<file path="config.mk">
export PLATFORM = sky130hd
export DESIGN_NAME = piso_serializer_ctrl
export DESIGN_NICKNAME = d
export VERILOG_FILES = /design/src/rtl/piso_serializer_ctrl.sv
export SDC_FILE = /design/constraint.sdc
export NUM_CORES = 1
export LEC_CHECK = 0
export CAP_MARGIN = 15
export CORE_ASPECT_RATIO = 1.1
export CORE_MARGIN = 5
export CORE_UTILIZATION = 35
export CTS_CLUSTER_DIAMETER = 50
export CTS_CLUSTER_SIZE = 20
export DETAILED_ROUTE_END_ITERATION = 6
export PLACE_DENSITY_LB_ADDON = 0.1
export REMOVE_ABC_BUFFERS = 1
export SLEW_MARGIN = 40
export SYNTH_ARGS = -nofsm -noshare
export SYNTH_HDL_FRONTEND = slang
export SYNTH_SLANG_ARGS = --single-unit
</file>
<file path="constraint.sdc">
create_clock -name Clk -period 4 [get_ports Clk]
set_clock_uncertainty 0.2 [all_clocks]
set_input_delay 1 -clock Clk [delete_from_list [all_inputs] [get_ports Clk]]
set_output_delay 1 -clock Clk [all_outputs]
set_load 0.02 [all_outputs]
</file>
<file path="src/rtl/piso_serializer_ctrl.sv">
// Parallel-in/serial-out serializer with valid/ready load, per-beat framing and Done pulse.
// Emits LANES bits per beat, LSB- or MSB-first, with gap-free back-to-back word reloads.
module piso_serializer_ctrl #(
  parameter int unsigned WORD_LENGTH = 8,
  parameter int unsigned LANES       = 1,
  parameter bit          MSB_FIRST   = 1'b0
) (
  input  logic                   Clk,
  input  logic                   Reset,
  input  logic                   Enable,
  input  logic                   Load_Valid,
  output logic                   Load_Ready,
  input  logic [WORD_LENGTH-1:0] Parallel_In,
  output logic [LANES-1:0]       Serial_Out,
  output logic                   Serial_Valid,
  output logic                   Last,
  output logic                   Busy,
  output logic                   Done
);

  localparam int unsigned BEATS = WORD_LENGTH / LANES;
  localparam int unsigned CNT_W = (BEATS > 1) ? $clog2(BEATS) : 1;
  localparam logic [CNT_W-1:0] LAST_CNT = CNT_W'(BEATS - 1);

  if ((WORD_LENGTH % LANES) != 0) begin : gen_bad_lanes
    $error("WORD_LENGTH must be a multiple of LANES");
  end

  typedef enum logic [0:0] {StIdle, StShift} state_e;

  state_e                 state_q, state_d;
  logic [WORD_LENGTH-1:0] sreg_q, sreg_d;
  logic [CNT_W-1:0]       count_q, count_d;
  logic                   done_q, done_d;

  logic                   at_last;
  logic [WORD_LENGTH-1:0] sreg_shifted;

  always_ff @(posedge Clk or negedge Reset) begin
    if (!Reset) begin
      state_q <= StIdle;
      sreg_q  <= '0;
      count_q <= '0;
      done_q  <= 1'b0;
    end else begin
      state_q <= state_d;
      sreg_q  <= sreg_d;
      count_q <= count_d;
      done_q  <= done_d;
    end
  end

  assign at_last = (count_q == LAST_CNT);

  // Shift toward the output end; vacated lanes fill with zeros.
  if (MSB_FIRST) begin : gen_msb
    assign sreg_shifted = sreg_q << LANES;
    assign Serial_Out   = sreg_q[WORD_LENGTH-1 -: LANES];
  end else begin : gen_lsb
    assign sreg_shifted = sreg_q >> LANES;
    assign Serial_Out   = sreg_q[LANES-1:0];
  end

  always_comb begin
    state_d = state_q;
    sreg_d  = sreg_q;
    count_d = count_q;
    done_d  = done_q;

    Load_Ready   = 1'b0;
    Serial_Valid = 1'b0;
    Last         = 1'b0;
    Busy         = 1'b0;

    unique case (state_q)
      StIdle: begin
        Load_Ready = 1'b1;
        if (Enable) begin
          done_d = 1'b0;
          if (Load_Valid) begin
            sreg_d  = Parallel_In;
            count_d = '0;
            state_d = StShift;
          end
        end
      end
      StShift: begin
        Serial_Valid = 1'b1;
        Busy         = 1'b1;
        Last         = at_last;
        Load_Ready   = at_last;
        if (Enable) begin
          done_d = 1'b0;
          if (!at_last) begin
            sreg_d  = sreg_shifted;
            count_d = count_q + CNT_W'(1);
          end else if (Load_Valid) begin
            sreg_d  = Parallel_In;
            count_d = '0;
          end else begin
            sreg_d  = '0;
            count_d = '0;
            done_d  = 1'b1;
            state_d = StIdle;
          end
        end
      end
      default: begin
        state_d = StIdle;
      end
    endcase
  end

  assign Done = done_q;

endmodule

</file>
==> flow_summary.yaml, run 1 <==
synthesis:
  ys_types: 23
  synth_edf_count: 0
  synth_top_cell_by_area: "dfrtp_1"
  synth_top_area_share: 0.4586
  ys_top_cells_by_area: "dfrtp_1, a221oi_2, nor2_1"
  syn_area_per_cell_um2: 11.63
  yosys_most_used_dff: "dfrtp_1"
  ys_warn_count: 0
  async_reset_ff_frac: 1.000
  synthCells: 61
  syn_area_um2: 709.4
  ys_seq_elements: 13
  yosysSeqAreaShare: 0.4586
pwr:
  clkPwrFrac: 0.161
  pwr-share-comb: 0.418
  p_switching_uw: 194.2
  sw_frac_of_total: 0.3669
  leakage_uw: 0.0003640
  seq_power_share: 0.421
  p_int_uw: 335.0
  power.density_nw_per_um2: 581.8
  peakVddDrop_mv: 0.3135
floorplan:
  dieArea_um2: 3028
  fp.dieH_um: 57.22
  die_w_um: 52.93
  core-area_um2: 1978
  initial_core_util: 0.3586
  io_pins: 18
  rows: 17
outcome:
  status: "complete, no violations"
critical_path:
  start_kind: "register"
  ff2ff_path_depth: 5
  crit_path_max_incr_delay_ns: 0.55
  cp.required_ns: 2.80
  crit_chain: "ha_1 > ha_1 > nand2b_1 > clkdlybuf4s50_1"
  crit_slowest_cell: "clkdlybuf4s50_1"
  crit_top_cell: "ha_1"
  crit_fanout: 4
  crit_type: "reg -> out"
  end_kind: "output pin"
  arrival_ns: 1.83
timing:
  finalWorstSetupSlack_ns: 0.9693
  finalHoldViolations: 0
  slew_viol_final: 0
  rsz0062_at_grt: "false"
  finalSetupViolations: 0
  tns_ns: 0
  fin_crit_sh: 0.7577
  worst_pin_slew_ns: 0.5788
  fmax_mhz: 330.0
  slew_headroom: 0.6129
  fin_hold_ws_ns: 0.3155
  finalCriticalPeriod_ns: 3.031
global_route:
  antenna_found_initial: 0
  grt_pass1_vias: 507
  grt_max_degree: 14
  overflow: 0
  grt_usage: 0.1112
  use_met3: 0.03133
  grt_pass1_wl_um: 2366
  grt-busiest-layer: "met2"
  use_met2: 0.1507
  grt_use_met1: 0.1450
finish:
  antenna_cells: 0
  stdcell_area_um2: 909.6
  fill_cells: 205
  fin_nets: 94
  fin_util: 0.4598
  syn_to_final_growth_pct: 28.22
  layout-drive-gt1-share: 0.1795
drt:
  vias: 508
  drc: 0
  wire_per_inst_um: 13.31
  via_per_inst: 4.792
  drt-pass1-iter-count: 1
  drt_iter0_drc: 0
  routed_wl_um: 1411
  postRouteAntennaNets: 0
clocking:
  cts_setup_buffers: 0
  clk_latency_ns: 0.28
  numCtsBuffers: 3
  clk_pin_slew_worst_paths_ns: 0.09
  clockBufferDepth: 2
  clockRootBuffer: "clkbuf_4"
  cts_tree: "built"
  cts.sinks: 13
  cts_hold_buf: 0
  cts_resized: 0
  h-tree-depth: 1
placed_design:
  detailedPlace.worstSlack_ns: 1.287
  dpl-instance-area_um2: 883.3
  hpwl_um: 999.2
  io_buffers: 17
  place_congestion: 0.7490
min_path:
  hold-path-cell-count: 2
  hold_path_class: "reg -> reg"
flow_run:
  cap_violations: 0
## state kept, by name, indices dropped and copies added, names as in the netlist
name     flops
Done         1
count_q      3
sreg_q       8
state_q      1
## placed cells by master (no fill, tap or decap), types with 2 or more instances in the layout
| cell | n |
|---|---|
| a221oi_2 | 7 |
| nor2_1 | 15 |
| clkbuf_4 | 3 |
| a32o_1 | 3 |
| dfrtp_1 | 13 |
| ha_1 | 3 |
| inv_1 | 2 |
| clkdlybuf4s50_1 | 17 |
## stage by stage
step	power, uW	cells
after floorplan	369.1	57
after global placement	449.6	102
after detailed placement	451.1	102
after CTS	539.0	106
after global routing	571.5	106
final	529.2	106
## synth_stat cells (all sizes together), types with 2 or more instances
master,count
inv,2
buf,4
a221oi,7
ha,3
o21ai,2
nor2,15
a32o,3
o21a,2
dfrtp,13
## worst paths after layout
check | endpoint | slack (ns) | from
max | Load_Ready | 0.97 | count_q[0]
min | sreg_q[0] | 0.32 | sreg_q[0]
max reg2reg | sreg_q[6] | 2.24 | count_q[0]
min reg2reg | sreg_q[0] | 0.32 | sreg_q[0]
max in group asynchronous | Done | 2.34 | Reset
min in group asynchronous | sreg_q[0] | 0.88 | Reset
## area by class of cell
class	instances	area [um2]	area share
Clock buffer	4	26.28	0.02889
Inverter	2	7.507	0.008253
Multi-Input combinational cell	42	345.3	0.3796
Sequential cell	13	325.3	0.3576
Tap cell	28	35.03	0.03851
Timing Repair Buffer	17	170.2	0.1871
## critical path, delay by kind of cell (launching register included)
kind / cells / cell delay, ns
fa+ha+maj: 2 / 0.45
buf+inv: 1 / 0.55
flops: 1 / 0.40
simple gates: 1 / 0.15
## kinds of logic after synthesis
| family | synth area share |
|---|---|
| adders and majority gates | 0.05292 |
| and+or+nand+nor | 0.1429 |
| buffers and inverters | 0.05466 |
| DFF | 0.4586 |
| AOI/OAI and AO/OA | 0.2910 |
## metal layers
layer,vias up,part of all wire
met2,7,0.48
met1,240,0.47
met5,-,0
li1,259,-
met3,2,0.029
met4,0,0.012
## power groups by stage
stage,Combinational [uW],Clock (uW),Sequential (uW)
final,221,85.3,223
after global routing,244,97.9,230
after CTS,226,89.7,223
after detailed placement,225,0,226
after global placement,225,0,225
after floorplan,138,0,231
Note: power is estimated with default switching activity, not from simulation.
==> run 2: changes to the inputs <==
Clock period 4 ns to 3.15 ns, I/O delays scaled along.
==> results of run 2 <==
Same layout as run 1 (identical final DEF). Status: complete, no violations.
Among the figures that moved: setup slack after placement 1.287 ns -> 0.6499 ns; setup slack after layout 0.9693 ns -> 0.3318 ns; register-to-register setup slack 2.24 ns -> 1.39 ns; total power 529.2 uW -> 672.0 uW; worst IR drop on VDD 0.3135 mV -> 0.3981 mV
